## config.mk

```make
export PLATFORM = sky130hd
export DESIGN_NAME = comparator_serial
export DESIGN_NICKNAME = d
export VERILOG_FILES = /design/src/rtl/comparator_serial.sv
export SDC_FILE = /design/constraint.sdc
export NUM_CORES = 1
export LEC_CHECK = 0
export BUFFER_PORTS_ARGS = -buffer_cell sky130_fd_sc_hd__buf_2
export CAP_MARGIN = 20
export CORE_MARGIN = 1
export CORE_UTILIZATION = 50
export CTS_BUF_LIST = sky130_fd_sc_hd__clkbuf_8
export DETAILED_ROUTE_END_ITERATION = 16
export PLACE_DENSITY = 0.84
export SLEW_MARGIN = 15
export SYNTH_ARGS = -nofsm -noshare
export SYNTH_HDL_FRONTEND = slang
export SYNTH_SLANG_ARGS = --single-unit
```

## constraint.sdc

```tcl
create_clock -name clk -period 1.16 [get_ports clk]
set_input_delay 0.29 -clock clk [delete_from_list [all_inputs] [get_ports clk]]
set_output_delay 0.29 -clock clk [all_outputs]
set_load 0.03 [all_outputs]
```

## src/rtl/comparator_serial.sv

```systemverilog
// Serial MSB-first magnitude comparator: DIGIT bits per cycle, one-hot gt/eq/lt result.
// Optional CMP_EARLY_EXIT_EN: finish on the first differing slice instead of after N steps.
module comparator_serial #(
  parameter int WIDTH = 8,
  parameter int DIGIT = 2
) (
  input  logic             clk,
  input  logic             rst_n,
  input  logic             start,
  input  logic [WIDTH-1:0] A,
  input  logic [WIDTH-1:0] B,
  input  logic             is_signed,
  output logic             busy,
  output logic             done,
  output logic             gt,
  output logic             eq,
  output logic             lt
);

  localparam int N  = WIDTH / DIGIT;
  localparam int CW = (N > 1) ? $clog2(N) : 1;
  localparam logic [CW-1:0]    LAST_STEP = CW'(N - 1);
  localparam logic [WIDTH-1:0] MSB_MASK  = {1'b1, {(WIDTH-1){1'b0}}};

  typedef enum logic {S_IDLE, S_RUN} state_e;

  state_e           state_q, state_d;
  logic [WIDTH-1:0] a_q, a_d, b_q, b_d;
  logic [CW-1:0]    cnt_q, cnt_d;
  logic             decided_q, decided_d;
  logic             greater_q, greater_d;
  logic             done_q, done_d;
  logic             gt_q, gt_d, eq_q, eq_d, lt_q, lt_d;

  logic [DIGIT-1:0] slice_a, slice_b;
  logic             slice_diff;
  logic             finish;

  assign slice_a    = a_q[WIDTH-1 -: DIGIT];
  assign slice_b    = b_q[WIDTH-1 -: DIGIT];
  assign slice_diff = (slice_a != slice_b);

  always_ff @(posedge clk) begin
    if (!rst_n) begin
      state_q   <= S_IDLE;
      a_q       <= '0;
      b_q       <= '0;
      cnt_q     <= '0;
      decided_q <= 1'b0;
      greater_q <= 1'b0;
      done_q    <= 1'b0;
      gt_q      <= 1'b0;
      eq_q      <= 1'b0;
      lt_q      <= 1'b0;
    end else begin
      state_q   <= state_d;
      a_q       <= a_d;
      b_q       <= b_d;
      cnt_q     <= cnt_d;
      decided_q <= decided_d;
      greater_q <= greater_d;
      done_q    <= done_d;
      gt_q      <= gt_d;
      eq_q      <= eq_d;
      lt_q      <= lt_d;
    end
  end

  always_comb begin
    state_d   = state_q;
    a_d       = a_q;
    b_d       = b_q;
    cnt_d     = cnt_q;
    decided_d = decided_q;
    greater_d = greater_q;
    done_d    = 1'b0;
    gt_d      = gt_q;
    eq_d      = eq_q;
    lt_d      = lt_q;
    finish    = 1'b0;
    case (state_q)
      S_IDLE: begin
        if (start) begin
          // Offset-binary mapping lets the unsigned slice compare give signed order
          a_d       = is_signed ? (A ^ MSB_MASK) : A;
          b_d       = is_signed ? (B ^ MSB_MASK) : B;
          cnt_d     = '0;
          decided_d = 1'b0;
          greater_d = 1'b0;
          state_d   = S_RUN;
        end
      end
      S_RUN: begin
        if (!decided_q && slice_diff) begin
          decided_d = 1'b1;
          greater_d = (slice_a > slice_b);
        end
        a_d    = a_q << DIGIT;
        b_d    = b_q << DIGIT;
        cnt_d  = cnt_q + CW'(1);
        finish = (cnt_q == LAST_STEP);
`ifdef CMP_EARLY_EXIT_EN
        finish = finish | (!decided_q && slice_diff);
`endif
        if (finish) begin
          state_d = S_IDLE;
          done_d  = 1'b1;
          gt_d    = decided_d & greater_d;
          lt_d    = decided_d & ~greater_d;
          eq_d    = ~decided_d;
        end
      end
      default: state_d = S_IDLE;
    endcase
  end

  always_comb begin
    busy = (state_q == S_RUN);
    done = done_q;
    gt   = gt_q;
    eq   = eq_q;
    lt   = lt_q;
  end

endmodule

```

==> reports/metrics.csv <==
metric,value,unit
status,"finished, violations left",
failing checks,setup timing,
cell taking the most area after synthesis,dfxtp_1,
Worst setup EP type,register,
setup violators final,3,
Placer Congestion,0.7861,
core area,0.002042,mm2
Final Skew,0.002013,ns
Pwr Total,1.793,mW
r2r setup slk,-0.05,ns
Die X,49.59,um
first-pass GRT wire length,4181,um
"CTS clk-pin slew, worst paths",0.09,ns
Area growth syn-to-layout,26.74,%
hpwl dp,1535,um
Worst R2R Path Depth,5,
Final Util,70.28,%
die height,49.59,um
reg2reg end,gt,
wire per inst,13.90,um
DRT antenna net count,0,
clock latency on the worst-skew pair,0.27,ns
post-layout minimum cycle time,1.211,ns
share of cells above drive strength 1,32.45,%
# diodes,0,
CP endpoint,gt,
CP Launch Type,register,
Critical path origin,a_q[6],
pre-CTS WS,-0.04243,ns
Final Slew Violations,0,
highest clock rate,825.8,MHz
fillers,174,
worst hold path class,input pin to register,
sequential area share after synthesis,44.20,%
GR Overflow Total,0,
Detailed Route Iter0 Violations,16,
DR DRC count,0,
CP peak stage delay,0.34,ns
Starting Density,55.45,%
FF/Latch Area,506.7,um2
Synth cell types,26,
Synth warnings,0,
syn nets,147,
Syn Std Cell Area,0.001132,mm2
"Slowest-stage cell, CP",dfxtp_2,
RSZ-0062 raised after global routing,true,
crit path cell chain,inv_2 > ha_4 > o21ai_1 > a21oi_2 > a31o_2,
I/O Pins,25,
PwrDens,1249,mW/mm2
final net count,175,
CP max FO,3,
Crit Reg-Reg Startpoint,a_q[6],
dominant cells by area after synthesis,"dfxtp_1 44%, mux2i_1 13%, and2_1 6.1%",
vias per cell,5.365,
CTS Buf Count,3,
Inst Count DP,172,
Non-Filler Instances,178,
drt first pass iters,4,
"commonest non-fill, non-tap cell in the layout",buf_2,
vias in the first global route,985,
vias,955,
largest net degree at the start of global routing,23,
crit path kind,register to register,
die footprint,0.002459,mm2
CTS sink cnt,25,
Final Hold Viols,0,
routed wire length,2475,um
Crit path required time,1.33,ns
Yosys top cell area share,44.20,%
Max transition margin,83.59,%
Worst Path Arrival,1.39,ns
max-capacitance violation count,0,
Max VDD drop,0.0009876,V
syn avg cell area,9.132,um2
Final period util,104.4,%
CTS tree,yes,
Synth Register Bits,25,
leak pwr,0.6446,nW
Cells after Synth,124,
root buffer cell,clkbuf_8,
row count,16,
Worst-Margin Slew,0.2426,ns
Total Routing Usage GR,22.11,%
multi-input logic area,616.8,um2
initial antenna violation count,0,
most frequent cells in the layout,"23 x buf_2, 20 x dfxtp_1, 15 x mux2i_1",
H-tree Lvls,1,
setup ws final,-0.05094,ns
# port buffers,24,
CTS max path bufs,2,
cell type report:
class | instances | share of cell area [%]
multi-input combinational | 89 | 42.98
tap | 27 | 2.354
timing repair buffer | 30 | 15.43
clock buffer | 3 | 2.877
clock inverter | 1 | 0.2616
inverter | 3 | 0.7847
sequential | 25 | 35.31
timing repair:
| action | 4_1_cts | 5_1_grt |
|---|---|---|
| hold buffers | 0 | 0 |
| pin swaps | 2 | 1 |
| gates resized for setup | 4 | 4 |
| cloned | 1 | 0 |
| endpoints found under the setup margin | 3 | 5 |
| buffers inserted | 1 | 0 |
synthesized netlist by cell type (all sizes together):
| master | count |
|---|---|
| a31o | 2 |
| and3b | 1 |
| and2 | 11 |
| nor3b | 1 |
| nand2b | 1 |
| clkbuf | 1 |
| nand3b | 1 |
| buf | 6 |
| nor4bb | 1 |
| nor2b | 3 |
| xnor2 | 2 |
| a21oi | 3 |
| mux2i | 15 |
| and3 | 2 |
| o211a | 1 |
| nand2 | 15 |
| nand3 | 3 |
| nor2 | 7 |
| inv | 3 |
| dfxtp | 25 |
| o21ai | 17 |
| ha | 3 |
report_power, final:
| group | leakage [nW] | internal [mW] | switching [mW] | total (mW) |
|---|---|---|---|---|
| Clock | 0.0269 | 0.237 | 0.285 | 0.523 |
| Combinational | 0.411 | 0.173 | 0.160 | 0.333 |
| Sequential | 0.206 | 0.906 | 0.0313 | 0.937 |
worst min-delay path by stage:
| stage | startpoint | endpoint | slack, ns | depth (start not counted) |
|---|---|---|---|---|
| finish | B[0] | b_q[0] | 0.25 | 3 |
| detailed placement | lt | lt | 0.46 | 2 |
| CTS | B[1] | b_q[1] | 0.26 | 3 |
| floorplan | A[0] | a_q[0] | 0.44 | 2 |
| global route | B[0] | b_q[0] | 0.28 | 3 |
| global placement | b_q[5] | b_q[7] | 0.45 | 2 |
per-stage QoR:
step                hold WS, ns  setup TNS, ns  area [um2]
global placement         0.4539       -0.03415        1329
global route             0.2778        -0.2905        1435
CTS                      0.2575       -0.08185        1428
finish                   0.2518        -0.1518        1435
detailed placement       0.4566       -0.08073        1329
floorplan                0.4372              0        1165
state kept, by name, indices dropped and copies added (netlist names):
signal,count
a_q,8
b_q,8
busy,1
cnt_q,2
decided_q,1
done,1
eq,1
greater_q,1
gt,1
lt,1
worst max-delay path, delay by kind of cell, from the launching register on:
family,cells,cell delay [ns]
adders and majority gates,1,0.21
buffers and inverters,1,0.04
AOI/OAI and AO/OA,3,0.51
DFF,1,0.34
metal layers:
| metal | global-route usage [%] | vias up | wire length [um] |
|---|---|---|---|
| met5 | 0 | - | 0 |
| li1 | - | 474 | - |
| met4 | 9.048 | 0 | 40 |
| met3 | 4.012 | 7 | 116 |
| met1 | 26.44 | 445 | 1043 |
| met2 | 38.51 | 29 | 1275 |
logic make-up (layout without fill, tap and decap cells):
| family | count (synthesis) | after routing | share of synthesized area (%) |
|---|---|---|---|
| xor gates and xnor gates | 2 | 2 | 1.547 |
| DFF | 25 | 25 | 44.20 |
| AOI/OAI and AO/OA | 23 | 23 | 11.27 |
| buffers and inverters | 10 | 37 | 4.971 |
| adders and majority gates | 3 | 3 | 3.315 |
| and+or+nand+nor | 46 | 46 | 21.44 |
| muxes | 15 | 15 | 13.26 |
No activity file was read; power rests on OpenSTA's default activity.
